==> src/rtl/uart_echo_responder.sv <==
// UART echo responder: receives 8N1 bytes, buffers them in a small circular FIFO,
// and retransmits them in arrival order on the TX line.
module uart_echo_responder #(
  parameter int CLK_CY_PER_BIT = 87,
  parameter int FIFO_DEPTH     = 4
) (
  input  logic       i_clk,
  input  logic       i_rst_n,
  input  logic       i_Rx_Serial,
  input  logic       i_Tx_Hold,
  output logic       o_Tx_Serial,
  output logic [7:0] o_Rx_Byte,
  output logic       o_Rx_Dv,
  output logic       o_Tx_Active,
  output logic       o_Tx_Done,
  output logic       o_Frame_Err,
  output logic       o_Overflow
);

  localparam int CNT_W  = $clog2(CLK_CY_PER_BIT);
  localparam int PTR_W  = $clog2(FIFO_DEPTH);
  localparam int OCC_W  = PTR_W + 1;
  localparam logic [CNT_W-1:0] BIT_LAST = CNT_W'(CLK_CY_PER_BIT - 1);
  localparam logic [CNT_W-1:0] HALF_BIT = CNT_W'((CLK_CY_PER_BIT - 1) / 2);
  localparam logic [OCC_W-1:0] OCC_FULL = OCC_W'(FIFO_DEPTH);

  typedef enum logic [2:0] {RX_IDLE, RX_START, RX_DATA, RX_STOP, RX_CLEANUP} rx_state_t;
  typedef enum logic [2:0] {TX_IDLE, TX_START, TX_DATA, TX_STOP, TX_DONE} tx_state_t;

  // Synchronizer; r_rx_armed blocks start detection until the line has been seen high.
  logic r_rx_meta, r_rx_sync, r_rx_armed;

  always_ff @(posedge i_clk or negedge i_rst_n) begin
    if (!i_rst_n) begin
      r_rx_meta  <= 1'b0;
      r_rx_sync  <= 1'b0;
      r_rx_armed <= 1'b0;
    end else begin
      r_rx_meta <= i_Rx_Serial;
      r_rx_sync <= r_rx_meta;
      if (r_rx_sync) r_rx_armed <= 1'b1;
    end
  end

  rx_state_t        r_rx_state, w_rx_state;
  logic [CNT_W-1:0] r_rx_cnt, w_rx_cnt;
  logic [2:0]       r_rx_idx, w_rx_idx;
  logic [7:0]       r_rx_shift, w_rx_shift;
  logic [7:0]       r_rx_byte, w_rx_byte;
  logic             r_rx_stop_ok, w_rx_stop_ok;
  logic             w_rx_dv, w_frame_err;

  always_ff @(posedge i_clk or negedge i_rst_n) begin
    if (!i_rst_n) begin
      r_rx_state   <= RX_IDLE;
      r_rx_cnt     <= '0;
      r_rx_idx     <= '0;
      r_rx_shift   <= '0;
      r_rx_byte    <= '0;
      r_rx_stop_ok <= 1'b0;
    end else begin
      r_rx_state   <= w_rx_state;
      r_rx_cnt     <= w_rx_cnt;
      r_rx_idx     <= w_rx_idx;
      r_rx_shift   <= w_rx_shift;
      r_rx_byte    <= w_rx_byte;
      r_rx_stop_ok <= w_rx_stop_ok;
    end
  end

  always_comb begin
    w_rx_state   = r_rx_state;
    w_rx_cnt     = r_rx_cnt;
    w_rx_idx     = r_rx_idx;
    w_rx_shift   = r_rx_shift;
    w_rx_byte    = r_rx_byte;
    w_rx_stop_ok = r_rx_stop_ok;
    w_rx_dv      = 1'b0;
    w_frame_err  = 1'b0;
    case (r_rx_state)
      RX_IDLE: begin
        if (r_rx_armed && !r_rx_sync) begin
          w_rx_state = RX_START;
          w_rx_cnt   = '0;
        end
      end
      RX_START: begin
        if (r_rx_cnt == HALF_BIT) begin
          w_rx_cnt   = '0;
          w_rx_idx   = '0;
          w_rx_state = r_rx_sync ? RX_IDLE : RX_DATA;
        end else begin
          w_rx_cnt = r_rx_cnt + 1'b1;
        end
      end
      RX_DATA: begin
        if (r_rx_cnt == BIT_LAST) begin
          w_rx_cnt   = '0;
          w_rx_shift = {r_rx_sync, r_rx_shift[7:1]};
          if (r_rx_idx == 3'd7) w_rx_state = RX_STOP;
          else                  w_rx_idx   = r_rx_idx + 1'b1;
        end else begin
          w_rx_cnt = r_rx_cnt + 1'b1;
        end
      end
      RX_STOP: begin
        if (r_rx_cnt == BIT_LAST) begin
          w_rx_cnt     = '0;
          w_rx_stop_ok = r_rx_sync;
          if (r_rx_sync) w_rx_byte = r_rx_shift;
          w_rx_state   = RX_CLEANUP;
        end else begin
          w_rx_cnt = r_rx_cnt + 1'b1;
        end
      end
      RX_CLEANUP: begin
        w_rx_dv     = r_rx_stop_ok;
        w_frame_err = !r_rx_stop_ok;
        w_rx_state  = RX_IDLE;
      end
      default: w_rx_state = RX_IDLE;
    endcase
  end

  // Echo FIFO: the pop decision is registered-count based, so a byte pushed this
  // cycle can never be popped in the same cycle.
  logic [7:0]       r_fifo_mem [FIFO_DEPTH];
  logic [PTR_W-1:0] r_wr_ptr, r_rd_ptr;
  logic [OCC_W-1:0] r_fifo_count;
  logic             w_fifo_full, w_fifo_empty, w_push, w_push_ok, w_pop;

  assign w_fifo_full  = (r_fifo_count == OCC_FULL);
  assign w_fifo_empty = (r_fifo_count == '0);
  assign w_push       = w_rx_dv;
  assign w_push_ok    = w_push && (!w_fifo_full || w_pop);

  always_ff @(posedge i_clk) begin
    if (w_push_ok) r_fifo_mem[r_wr_ptr] <= r_rx_byte;
  end

  always_ff @(posedge i_clk or negedge i_rst_n) begin
    if (!i_rst_n) begin
      r_wr_ptr     <= '0;
      r_rd_ptr     <= '0;
      r_fifo_count <= '0;
    end else begin
      if (w_push_ok) r_wr_ptr <= r_wr_ptr + 1'b1;
      if (w_pop)     r_rd_ptr <= r_rd_ptr + 1'b1;
      if (w_push_ok && !w_pop)      r_fifo_count <= r_fifo_count + 1'b1;
      else if (!w_push_ok && w_pop) r_fifo_count <= r_fifo_count - 1'b1;
    end
  end

  tx_state_t        r_tx_state, w_tx_state;
  logic [CNT_W-1:0] r_tx_cnt, w_tx_cnt;
  logic [2:0]       r_tx_idx, w_tx_idx;
  logic [7:0]       r_tx_data, w_tx_data;
  logic             w_tx_serial, w_tx_active, w_tx_done;

  always_ff @(posedge i_clk or negedge i_rst_n) begin
    if (!i_rst_n) begin
      r_tx_state <= TX_IDLE;
      r_tx_cnt   <= '0;
      r_tx_idx   <= '0;
      r_tx_data  <= '0;
    end else begin
      r_tx_state <= w_tx_state;
      r_tx_cnt   <= w_tx_cnt;
      r_tx_idx   <= w_tx_idx;
      r_tx_data  <= w_tx_data;
    end
  end

  always_comb begin
    w_tx_state  = r_tx_state;
    w_tx_cnt    = r_tx_cnt;
    w_tx_idx    = r_tx_idx;
    w_tx_data   = r_tx_data;
    w_tx_serial = 1'b1;
    w_tx_active = 1'b0;
    w_tx_done   = 1'b0;
    w_pop       = 1'b0;
    case (r_tx_state)
      TX_IDLE: begin
        if (!w_fifo_empty && !i_Tx_Hold) begin
          w_pop      = 1'b1;
          w_tx_data  = r_fifo_mem[r_rd_ptr];
          w_tx_cnt   = '0;
          w_tx_state = TX_START;
        end
      end
      TX_START: begin
        w_tx_serial = 1'b0;
        w_tx_active = 1'b1;
        if (r_tx_cnt == BIT_LAST) begin
          w_tx_cnt   = '0;
          w_tx_idx   = '0;
          w_tx_state = TX_DATA;
        end else begin
          w_tx_cnt = r_tx_cnt + 1'b1;
        end
      end
      TX_DATA: begin
        w_tx_serial = r_tx_data[r_tx_idx];
        w_tx_active = 1'b1;
        if (r_tx_cnt == BIT_LAST) begin
          w_tx_cnt = '0;
          if (r_tx_idx == 3'd7) w_tx_state = TX_STOP;
          else                  w_tx_idx   = r_tx_idx + 1'b1;
        end else begin
          w_tx_cnt = r_tx_cnt + 1'b1;
        end
      end
      TX_STOP: begin
        w_tx_active = 1'b1;
        if (r_tx_cnt == BIT_LAST) begin
          w_tx_cnt   = '0;
          w_tx_state = TX_DONE;
        end else begin
          w_tx_cnt = r_tx_cnt + 1'b1;
        end
      end
      TX_DONE: begin
        w_tx_done  = 1'b1;
        w_tx_state = TX_IDLE;
      end
      default: w_tx_state = TX_IDLE;
    endcase
  end

  // Outputs decode from async-reset state, so reset forces the line high at once.
  assign o_Tx_Serial = w_tx_serial;
  assign o_Tx_Active = w_tx_active;
  assign o_Tx_Done   = w_tx_done;
  assign o_Rx_Byte   = r_rx_byte;
  assign o_Rx_Dv     = w_rx_dv;
  assign o_Frame_Err = w_frame_err;
  assign o_Overflow  = w_push && w_fifo_full && !w_pop;

endmodule

==> config.mk <==
export PLATFORM = sky130hd
export DESIGN_NAME = uart_echo_responder
export DESIGN_NICKNAME = d
export VERILOG_FILES = /design/src/rtl/uart_echo_responder.sv
export SDC_FILE = /design/constraint.sdc
export NUM_CORES = 1
export LEC_CHECK = 0
export ABC_CLOCK_PERIOD_IN_PS = 4500
export CORE_MARGIN = 2
export CORE_UTILIZATION = 28
export CTS_CLUSTER_DIAMETER = 80
export CTS_CLUSTER_SIZE = 8
export DETAILED_ROUTE_END_ITERATION = 6
export PLACE_DENSITY_LB_ADDON = 0.25
export SYNTH_ARGS = -nofsm -noshare
export SYNTH_HDL_FRONTEND = slang
export SYNTH_SLANG_ARGS = --single-unit
==> constraint.sdc <==
create_clock -name i_clk -period 4.5 [get_ports i_clk]
set_input_delay 0.9 -clock i_clk [delete_from_list [all_inputs] [get_ports i_clk]]
set_output_delay 0.9 -clock i_clk [all_outputs]
set_load 0.01 [all_outputs]
# Yosys cells after proc, flatten, opt, wreduce, memory -nomap -nowiden
# Memory sizes are Yosys's and may differ from the RTL's. A register that Yosys moved wholly into a read port is not among the register bits.
# Cells that the tools add are included.
# op_classes
addsub	8
n_mul	0
div	0
magnitude_cmp	1
eq_ne	26
shifts	0
muxes	41
n_bitwise	0
n_reduce_logical	36
# ops
cell	n
two-way mux 3 bit	18
two-way mux 7 bit	5
inequality test 2 bit (second input constant)	12
one-hot mux 3 bit (4 select lines)	2
one-hot mux 7 bit (3 select lines)	1
equality test 3 bit (second input constant)	5
adder 7 x 1 -> 7 bit (second input constant)	2
equality test 7 bit (second input constant)	2
one-hot mux 7 bit (2 select lines)	1
equality test 3 x 2 -> 1 bit (second input constant)	4
one-hot mux 3 bit (2 select lines)	2
AND reduction 2 bit	5
AND reduction 5 bit	2
adder 3 x 1 -> 3 bit (second input constant)	3
zero test 3 bit	3
two-way mux 1 bit	9
zero test 1 bit	8
AND reduction 4 bit	2
nonzero test 2 bit	4
equality test 7 x 6 -> 1 bit (second input constant)	1
logical AND 1 bit	7
equality test 3 x 1 -> 1 bit (second input constant)	2
adder 2 x 1 -> 2 bit (second input constant)	2
< comparator 3 x 4 -> 1 bit (second input constant)	1
9 further kinds	9
# totals
ff_bits	53
latch_bits	0
ram_bits	32
mem_bits_ro	0
in_bits	4
out_inout_bits	14
elab_cells	128
mem_count	1
# memory_table
name	words	width	read_ports	rd_clocked_by_memory_dff	wr	line_no	text
r_fifo_mem	4	8	1	1	1	127	logic [7:0] r_fifo_mem [FIFO_DEPTH];

# Longest topological paths before layout
# Gate-level depths: netlist of the first run.
# logic_depth
word_depth	11
depth_mapped	11
ltp_nobuf	9

# Worst setup path after synthesis of the first run
# No wires, ideal clock.
# synth_path
kind	input -> register
start	input i_Tx_Hold
end	register r_fifo_count[1]
setup_ps	125
t_arrival_ps	2344
required_ps	4375
slack_ps	2031
stages	7
path_buffers	1
cell_sequence	nor4b_4 > buf_4 > inv_1 > ha_1 > inv_1 > fa_1 > mux2_2
# synth_via
elab_chain_cells	9
word_cells_on_any_way	12
cone_classes	3 x mux; 9 x reduce/logical
# synth_lines
element	line_no	text
start: declaration	10	input logic i_Tx_Hold,
zero test 1 bit *	185	if (!w_fifo_empty && !i_Tx_Hold) begin
logical AND 1 bit *	185	
two-way mux 1 bit *	185	
two-way mux 1 bit *	183	case (r_tx_state)
logical OR 1 bit	135	assign w_push_ok = w_push && (!w_fifo_full || w_pop);
logical AND 1 bit	135	
zero test 1 bit	150	else if (!w_push_ok && w_pop) r_fifo_count <= r_fifo_count - 1'b1;
logical AND 1 bit	150	
nonzero test 2 bit (no line)	n/a	
end signal: assignment	149	if (w_push_ok && !w_pop) r_fifo_count <= r_fifo_count + 1'b1;
end signal: assignment	150	
end: declaration	129	logic [OCC_W-1:0] r_fifo_count;
# Mark *: on every way between the ends. The rest lies on a longest branch, timed or not.
# A chain may end at the register's enable or synchronous reset.

# Worst setup path in the final report of the first run
# layout_path
start	input i_Tx_Hold
end	output o_Overflow
# layout_via
elab_chain_cells	6
# layout_lines
element	line_no	text
zero test 1 bit	185	
logical AND 1 bit	185	
two-way mux 1 bit	185	
two-way mux 1 bit	183	
zero test 1 bit	238	assign o_Overflow = w_push && w_fifo_full && !w_pop;
logical AND 1 bit	238	
end: declaration	17	output logic o_Overflow
# No other way between the ends.

==> results by group, run 1 <==
Run status
  – Outcome: finished, final reports clean

Global routing
  – Gr ovfl total: 0
  – Pin count of the biggest net entering global routing: 35
  – Vias in the first global route: 2,692
  – First-pass GRT wire length: 13,900 um
  – GRT Total Usage: 0.109
  – Initial antenna violation count: 0

Placed design
  – Port bufs: 17
  – Placer Congestion: 0.772
  – Post-DP HPWL: 5370 um
  – Inst Count DP: 517
  – Dpl cell area: 4730 um2

Detailed routing
  – Routed vias/inst: 4.81
  – Post-DRT Antenna Nets: 0
  – Drt drc: 0
  – Initial DRC Count: 187
  – DRT Pass-1 Iters: 4
  – Wirelength per Cell: 15.1 um
  – DRT Wirelength: 8030 um
  – DR vias: 2,563

Synthesis
  – Ys async rst share: 0.656
  – Avg Cell Area, Syn: 13.6 um2
  – Syn Std Cell Area: 4370 um2
  – Largest area contributor in the netlist: dfrtp_1
  – Net Count, Synth: 339
  – Ys Warns: 0
  – Post-synth top area share: 0.349
  – Synthesis-stage register bit count: 93
  – Dominant synthesized flop cell: dfrtp_1
  – Post-synth EDFFs: 32
  – Synth top area cells: dfrtp_1, edfxtp_1, mux2_2
  – Register area share after synthesis: 0.569
  – Distinct cell type count after synthesis: 59
  – Syn Inst Count: 321

STA
  – RSZ-0062 raised after global routing: no
  – Final-report hold violation count: 0
  – Post-layout minimum cycle time: 3570 ps
  – Worst Skew: 6.26 ps
  – Min Hold Slack: 354 ps
  – Final setup viols: 0
  – Setup_tns: 0 ps
  – Tcrit/Tclk final: 0.792
  – Max-slew violations: 0
  – Fmax: 280 MHz
  – Rel. slew slack: 0.461
  – Slew at the pin with the worst max-slew slack: 809 ps

Clocking
  – Hold_buf cts: 0
  – TritonCTS buffer count: 9
  – Post-cts resize count: 0
  – Sink Count: 93
  – Postcts setup bufs: 0
  – Clock Path Buffers: 2
  – CTS tree: done
  – Worst-Skew Late Latency: 350 ps
  – Root Buffer: clkbuf_16
  – Clk pin slew, worst setup/hold paths: 70 ps
  – H-tree Lvls: 3

Pwr
  – Pwr/cell area: 440 nW/um2
  – P_leak: 2.09 nW
  – Maximum vdd drop: 199 uV

Finish
  – Area occupied by multi-input gates: 1770 um2
  – Area Growth Syn to Fin: 15.1%
  – Filler cell count: 1,484
  – Util after Layout: 0.331
  – Total area of sequential cells: 2490 um2
  – Final instance count without filler cells: 533
  – Final instance area: 5030 um2
  – Share of layout cells above drive strength 1: 0.220
  – ANT cells: 0
  – Final #Nets: 358

Setup path
  – Register-to-Register Path Depth: 9
  – Crit-path cells: clkdlybuf4s50_1 -> nor4b_4 -> buf_4 -> nor3_1 -> clkdlybuf4s50_1
  – Crit-path max FO: 12
  – Slowest-stage cell, CP: clkdlybuf4s50_1
  – Top cell by count, worst path: clkdlybuf4s50_1
  – Slowest Stage Delay on Critical Path: 620 ps
  – CP Launch Type: primary input
  – WP data required: 3600 ps
  – Worst EP arrival: 2670 ps
  – CP Class: primary input to output pin
  – Crit. End Element: output pin

Run
  – Number of max-cap violations: 0

Die
  – Initial core utilization: 0.288
  – Top Ports: 18
  – Width of the chip: 129 um
  – Die footprint: 16,600 um2
  – Core ar.: 15,200 um2
  – # rows: 45
  – Die H: 129 um

Min path
  – Worst hold path type: flop to flop
  – Hold Path Cell Cnt: 0
## power breakdown
group / total, mW / internal, mW / switching [mW] / leakage, nW
Clock: 0.784 / 0.439 / 0.344 / 0.149
Sequential: 1.09 / 0.947 / 0.148 / 1.18
Combinational: 0.337 / 0.169 / 0.168 / 0.765
## stage by stage
step / setup WS [ps] / total power, mW
final: 934 / 2.22
after detailed placement: 936 / 1.46
after CTS: 928 / 2.26
after floorplan: 2030 / 1.35
after global routing: 844 / 2.35
after global placement: 975 / 1.45
## per-layer routing
| metal | global-route usage | share of wire |
|---|---|---|
| met1 | 0.139 | 0.47 |
| met2 | 0.173 | 0.48 |
| met3 | 0.0370 | 0.034 |
| met4 | 0.0403 | 0.017 |
| met5 | 0 | 0 |
## Yosys cell counts, types with 5 or more instances
library cell	instances
a21oi_1	10
and2_1	5
and3_1	8
dfrtp_1	61
edfxtp_1	32
ha_1	13
inv_1	13
mux2_2	21
mux2_4	8
mux4_2	10
nand2_1	17
nand3_1	7
nor2_1	13
nor3_1	9
o211ai_1	7
o21ai_0	10
## path summary, 6_finish.rpt
check	to	start	slack [ps]
setup / recovery	o_Overflow	i_Tx_Hold	930
hold / removal	r_rx_sync	r_rx_meta	350
setup reg to reg	r_fifo_count[2]	r_rx_state[0]	1990
hold reg to reg	r_rx_sync	r_rx_meta	350
max in group asynchronous	o_Rx_Byte[3]	i_rst_n	2980
min in group asynchronous	r_tx_state[2]	i_rst_n	630
## placed cells by master (no fill, tap or decap), types with 3 or more instances in the layout
cell / instances
clkdlybuf4s50_1: 16
nor3_1: 9
and2_1: 5
mux2_2: 21
o31ai_1: 4
mux2_4: 8
o211ai_1: 7
a21o_1: 3
inv_6: 3
edfxtp_1: 32
a21oi_1: 10
nor2b_1: 4
mux2i_1: 3
mux4_2: 10
clkbuf_16: 9
ha_1: 13
dfrtp_1: 61
xnor2_1: 4
nor2_1: 13
nand3_1: 7
nand2b_1: 4
inv_1: 13
nand2_1: 17
xor2_1: 3
and3_1: 8
o21ai_0: 10
## state kept, by name, indices dropped and copies added (netlist names)
| name | cells |
|---|---|
| r_rx_meta | 1 |
| r_rx_sync | 1 |
| r_rx_state | 3 |
| r_rx_armed | 1 |
| r_rx_shift | 8 |
| r_rx_idx | 3 |
| r_tx_idx | 3 |
| r_wr_ptr | 2 |
| r_tx_cnt | 7 |
| r_fifo_mem | 32 |
| r_fifo_count | 3 |
| r_tx_state | 3 |
| o_Rx_Byte | 8 |
| r_rx_cnt | 7 |
| r_rx_stop_ok | 1 |
| r_tx_data | 8 |
| r_rd_ptr | 2 |
## worst max-delay path: cells and delay by family
family / cells / cell delay, ps
buf+inv: 3 / 1420
simple gates: 2 / 350
## cell families (layout without fill, tap and decap cells)
| kind of cell | after synthesis | in the layout | share of synthesized area |
|---|---|---|---|
| muxes | 42 | 42 | 0.140 |
| AOI/OAI and AO/OA | 49 | 49 | 0.0804 |
| xor gates and xnor gates | 7 | 7 | 0.0140 |
| DFF | 93 | 93 | 0.569 |
| buffers and inverters | 24 | 48 | 0.0252 |
| and+or+nand+nor | 92 | 92 | 0.130 |
| adders and majority gates | 14 | 14 | 0.0418 |
## area by class of cell
type	instances	area share
inverters	13	0.00970
clock buffers	9	0.0448
multi-input cells	204	0.353
well taps	188	0.0468
repair buffers	19	0.0358
clock inverters	7	0.0159
flip-flops and latches	93	0.494
No activity file was read; power rests on OpenSTA's default activity.
==> inputs of run 2 (changes only) <==
--- a/config.mk
+++ b/config.mk
@@ -5,7 +5,7 @@
 export SDC_FILE = /design/constraint.sdc
 export NUM_CORES = 1
 export LEC_CHECK = 0
-export ABC_CLOCK_PERIOD_IN_PS = 4500
+export ABC_CLOCK_PERIOD_IN_PS = 3300
 export CORE_MARGIN = 2
 export CORE_UTILIZATION = 28
 export CTS_CLUSTER_DIAMETER = 80
==> constraint.sdc (replaced) <==
create_clock -name i_clk -period 3.3 [get_ports i_clk]
set_input_delay 0.66 -clock i_clk [delete_from_list [all_inputs] [get_ports i_clk]]
set_output_delay 0.66 -clock i_clk [all_outputs]
set_load 0.01 [all_outputs]
==> results by group, run 2 (synthesized netlist as in run 1, its figures left out) <==
Run status
  – Outcome: finished, final reports clean

Detailed routing
  – DRT Wirelength: 7920 um (-1.4%)
  – Wirelength per Cell: 14.8 um (-1.6%)
  – DRT Pass-1 Iters: 4 (unchanged)
  – Drt drc: 0 (unchanged)
  – DR vias: 2,573 (+0.39%)
  – Post-DRT Antenna Nets: 0 (unchanged)
  – Initial DRC Count: 160 (-14%)
  – Routed vias/inst: 4.82 (+0.20%)

Pwr
  – Sw power: 879 uW (+33%)
  – Pwr/cell area: 582 nW/um2 (+32%)
  – P_leak: 2.08 nW (-0.63%)
  – Sequential share of power: 0.513 (+0.019)
  – Internal Power: 2.04 mW (+31%)
  – Clock power share: 0.329 (-0.025)
  – Sw Share: 0.302 (+0.00345)
  – Combinational power share: 0.158 (+0.006)
  – Maximum vdd drop: 282 uV (+42%)

Global routing
  – Vias in the first global route: 2,634 (-2.2%)
  – Initial antenna violation count: 0 (unchanged)
  – GRT Total Usage: 0.107 (-0.00243)
  – Pin count of the biggest net entering global routing: 52 (+49%)
  – Gr ovfl total: 0 (unchanged)
  – First-pass GRT wire length: 13,700 um (-1.4%)

Finish
  – Largest register FFs: 32 (unchanged)
  – Area Growth Syn to Fin: 14.5%
  – Most frequent cells in the layout: dfrtp_1, edfxtp_1, mux2_2
  – Final instance area: 5010 um2 (-0.50%)
  – Commonest non-fill, non-tap cell in the layout: dfrtp_1
  – Largest register by flop count: r_fifo_mem
  – Total area of sequential cells: 2490 um2 (unchanged)
  – Area occupied by multi-input gates: 1770 um2 (unchanged)
  – Final #Nets: 359 (+0.28%)
  – Filler cell count: 1,495 (+0.74%)
  – Share of layout cells above drive strength 1: 0.220 (-0.000637)
  – ANT cells: 0 (unchanged)

STA
  – Tcrit/Tclk final: 0.918
  – Final WS setup: 269 ps (-665 ps)
  – Final-report hold violation count: 0 (unchanged)
  – Fmax: 330 MHz
  – Post-layout minimum cycle time: 3030 ps
  – Max-slew violations: 0 (unchanged)
  – Rel. slew slack: 0.566 (+0.105)
  – Worst Skew: 8.93 ps (+2.66 ps)
  – Final setup viols: 0 (unchanged)
  – Setup_tns: 0 ps (unchanged)
  – Slew at the pin with the worst max-slew slack: 652 ps (-157 ps)
  – RSZ-0062 raised after global routing: no

Run
  – Number of max-cap violations: 0 (unchanged)

Clocking
  – Postcts setup bufs: 0 (unchanged)
  – Clock Path Buffers: 2 (unchanged)
  – H-tree Lvls: 3 (unchanged)
  – Clk pin slew, worst setup/hold paths: 70 ps (about the same)
  – Sink Count: 93 (unchanged)
  – Hold_buf cts: 0 (unchanged)
  – CTS tree: done
  – Root Buffer: clkbuf_16
  – Worst-Skew Late Latency: 340 ps (about the same)
  – Post-cts resize count: 0 (unchanged)
  – TritonCTS buffer count: 9 (unchanged)

Die
  – Die footprint: 16,600 um2 (unchanged)
  – Top Ports: 18 (unchanged)
  – Die H: 129 um (unchanged)
  – Width of the chip: 129 um (unchanged)
  – # rows: 45 (unchanged)
  – Initial core utilization: 0.288 (unchanged)
  – Core ar.: 15,200 um2 (unchanged)

Min path
  – Worst hold path type: primary input to asynchronous set/reset pin

Placed design
  – Dpl cell area: 4730 um2 (+0.16%)
  – Post-Place Worst Slack: 408 ps (-528 ps)
  – Port bufs: 17 (unchanged)
  – Post-DP HPWL: 5380 um (+0.22%)
  – Placer Congestion: 0.796 (+3.1%)

Setup path
  – Worst EP arrival: 2370 ps (-300 ps)
  – CP startpoint: r_tx_idx[0]
  – CP Launch Type: flop
  – Crit-path max FO: 6 (-6)
  – WP data required: 2640 ps (-960 ps)
  – CP Class: flop to output pin
  – RR Startpoint: r_rx_state[0]
  – Register-to-Register Path Depth: 9 (unchanged)
  – Crit. End Element: output pin
-- run 2: changes by cell type in the layout (fill, tap and decap cells not counted), sizes merged --
cell	previous run	this run
buf	3	4
inv	17	16
bufinv	1	0
clkinv	1	2
clkinvlp	1	2
-- run 2: final timing paths --
kind / slack [ps] / end
setup / recovery: 270 / o_Tx_Serial
hold / removal: 180 / r_tx_state[2]
setup reg to reg: 780 / r_fifo_count[2]
hold reg to reg: 350 / r_rx_sync
max in group asynchronous: 2190 / r_rx_cnt[6]
min in group i_clk: 350 / r_rx_sync
-- run 2: power by group through the flow --
stage               Clock [mW]  Sequential, mW  Combinational (mW)
finish                   0.958            1.49               0.462
global route              1.05            1.53               0.531
CTS                      0.993            1.50               0.471
detailed placement           0            1.52               0.472
global placement             0            1.52               0.458
floorplan                    0            1.40               0.442
-- run 2: critical path: stages (launching register included) --
cell	delay, ps
dfrtp_1	480
mux4_2	520
nor2b_1	150
a2111oi_2	290
a31oi_1	90
clkdlybuf4s50_1	500
-- run 2: metal layers --
layer  global-route usage  wire length, um  vias up
li1                     -                -     1246
met1                0.144             3890     1290
met2                0.164             3640       29
met3               0.0374              281        8
met4               0.0288               97        0
met5                    0                0        -
-- run 2: area by class of cell --
cell class / count / share of cell area
Sequential cell: 93 / 0.497
Clock inverter: 7 / 0.00950
Multi-Input combinational cell: 204 / 0.354
Timing Repair Buffer: 20 / 0.0375
Clock buffer: 9 / 0.0450
Tap cell: 188 / 0.0470
Inverter: 13 / 0.00975
-- run 2: metrics by stage --
stage | hold slack, ps | util | instances | total power, mW
global route | 182 | 0.329 | 534 | 3.11
detailed placement | 338 | 0.311 | 518 | 1.99
CTS | 178 | 0.329 | 534 | 2.96
floorplan | 331 | - | 321 | 1.85
finish | 177 | 0.329 | 534 | 2.91
global placement | 332 | 0.311 | 518 | 1.98
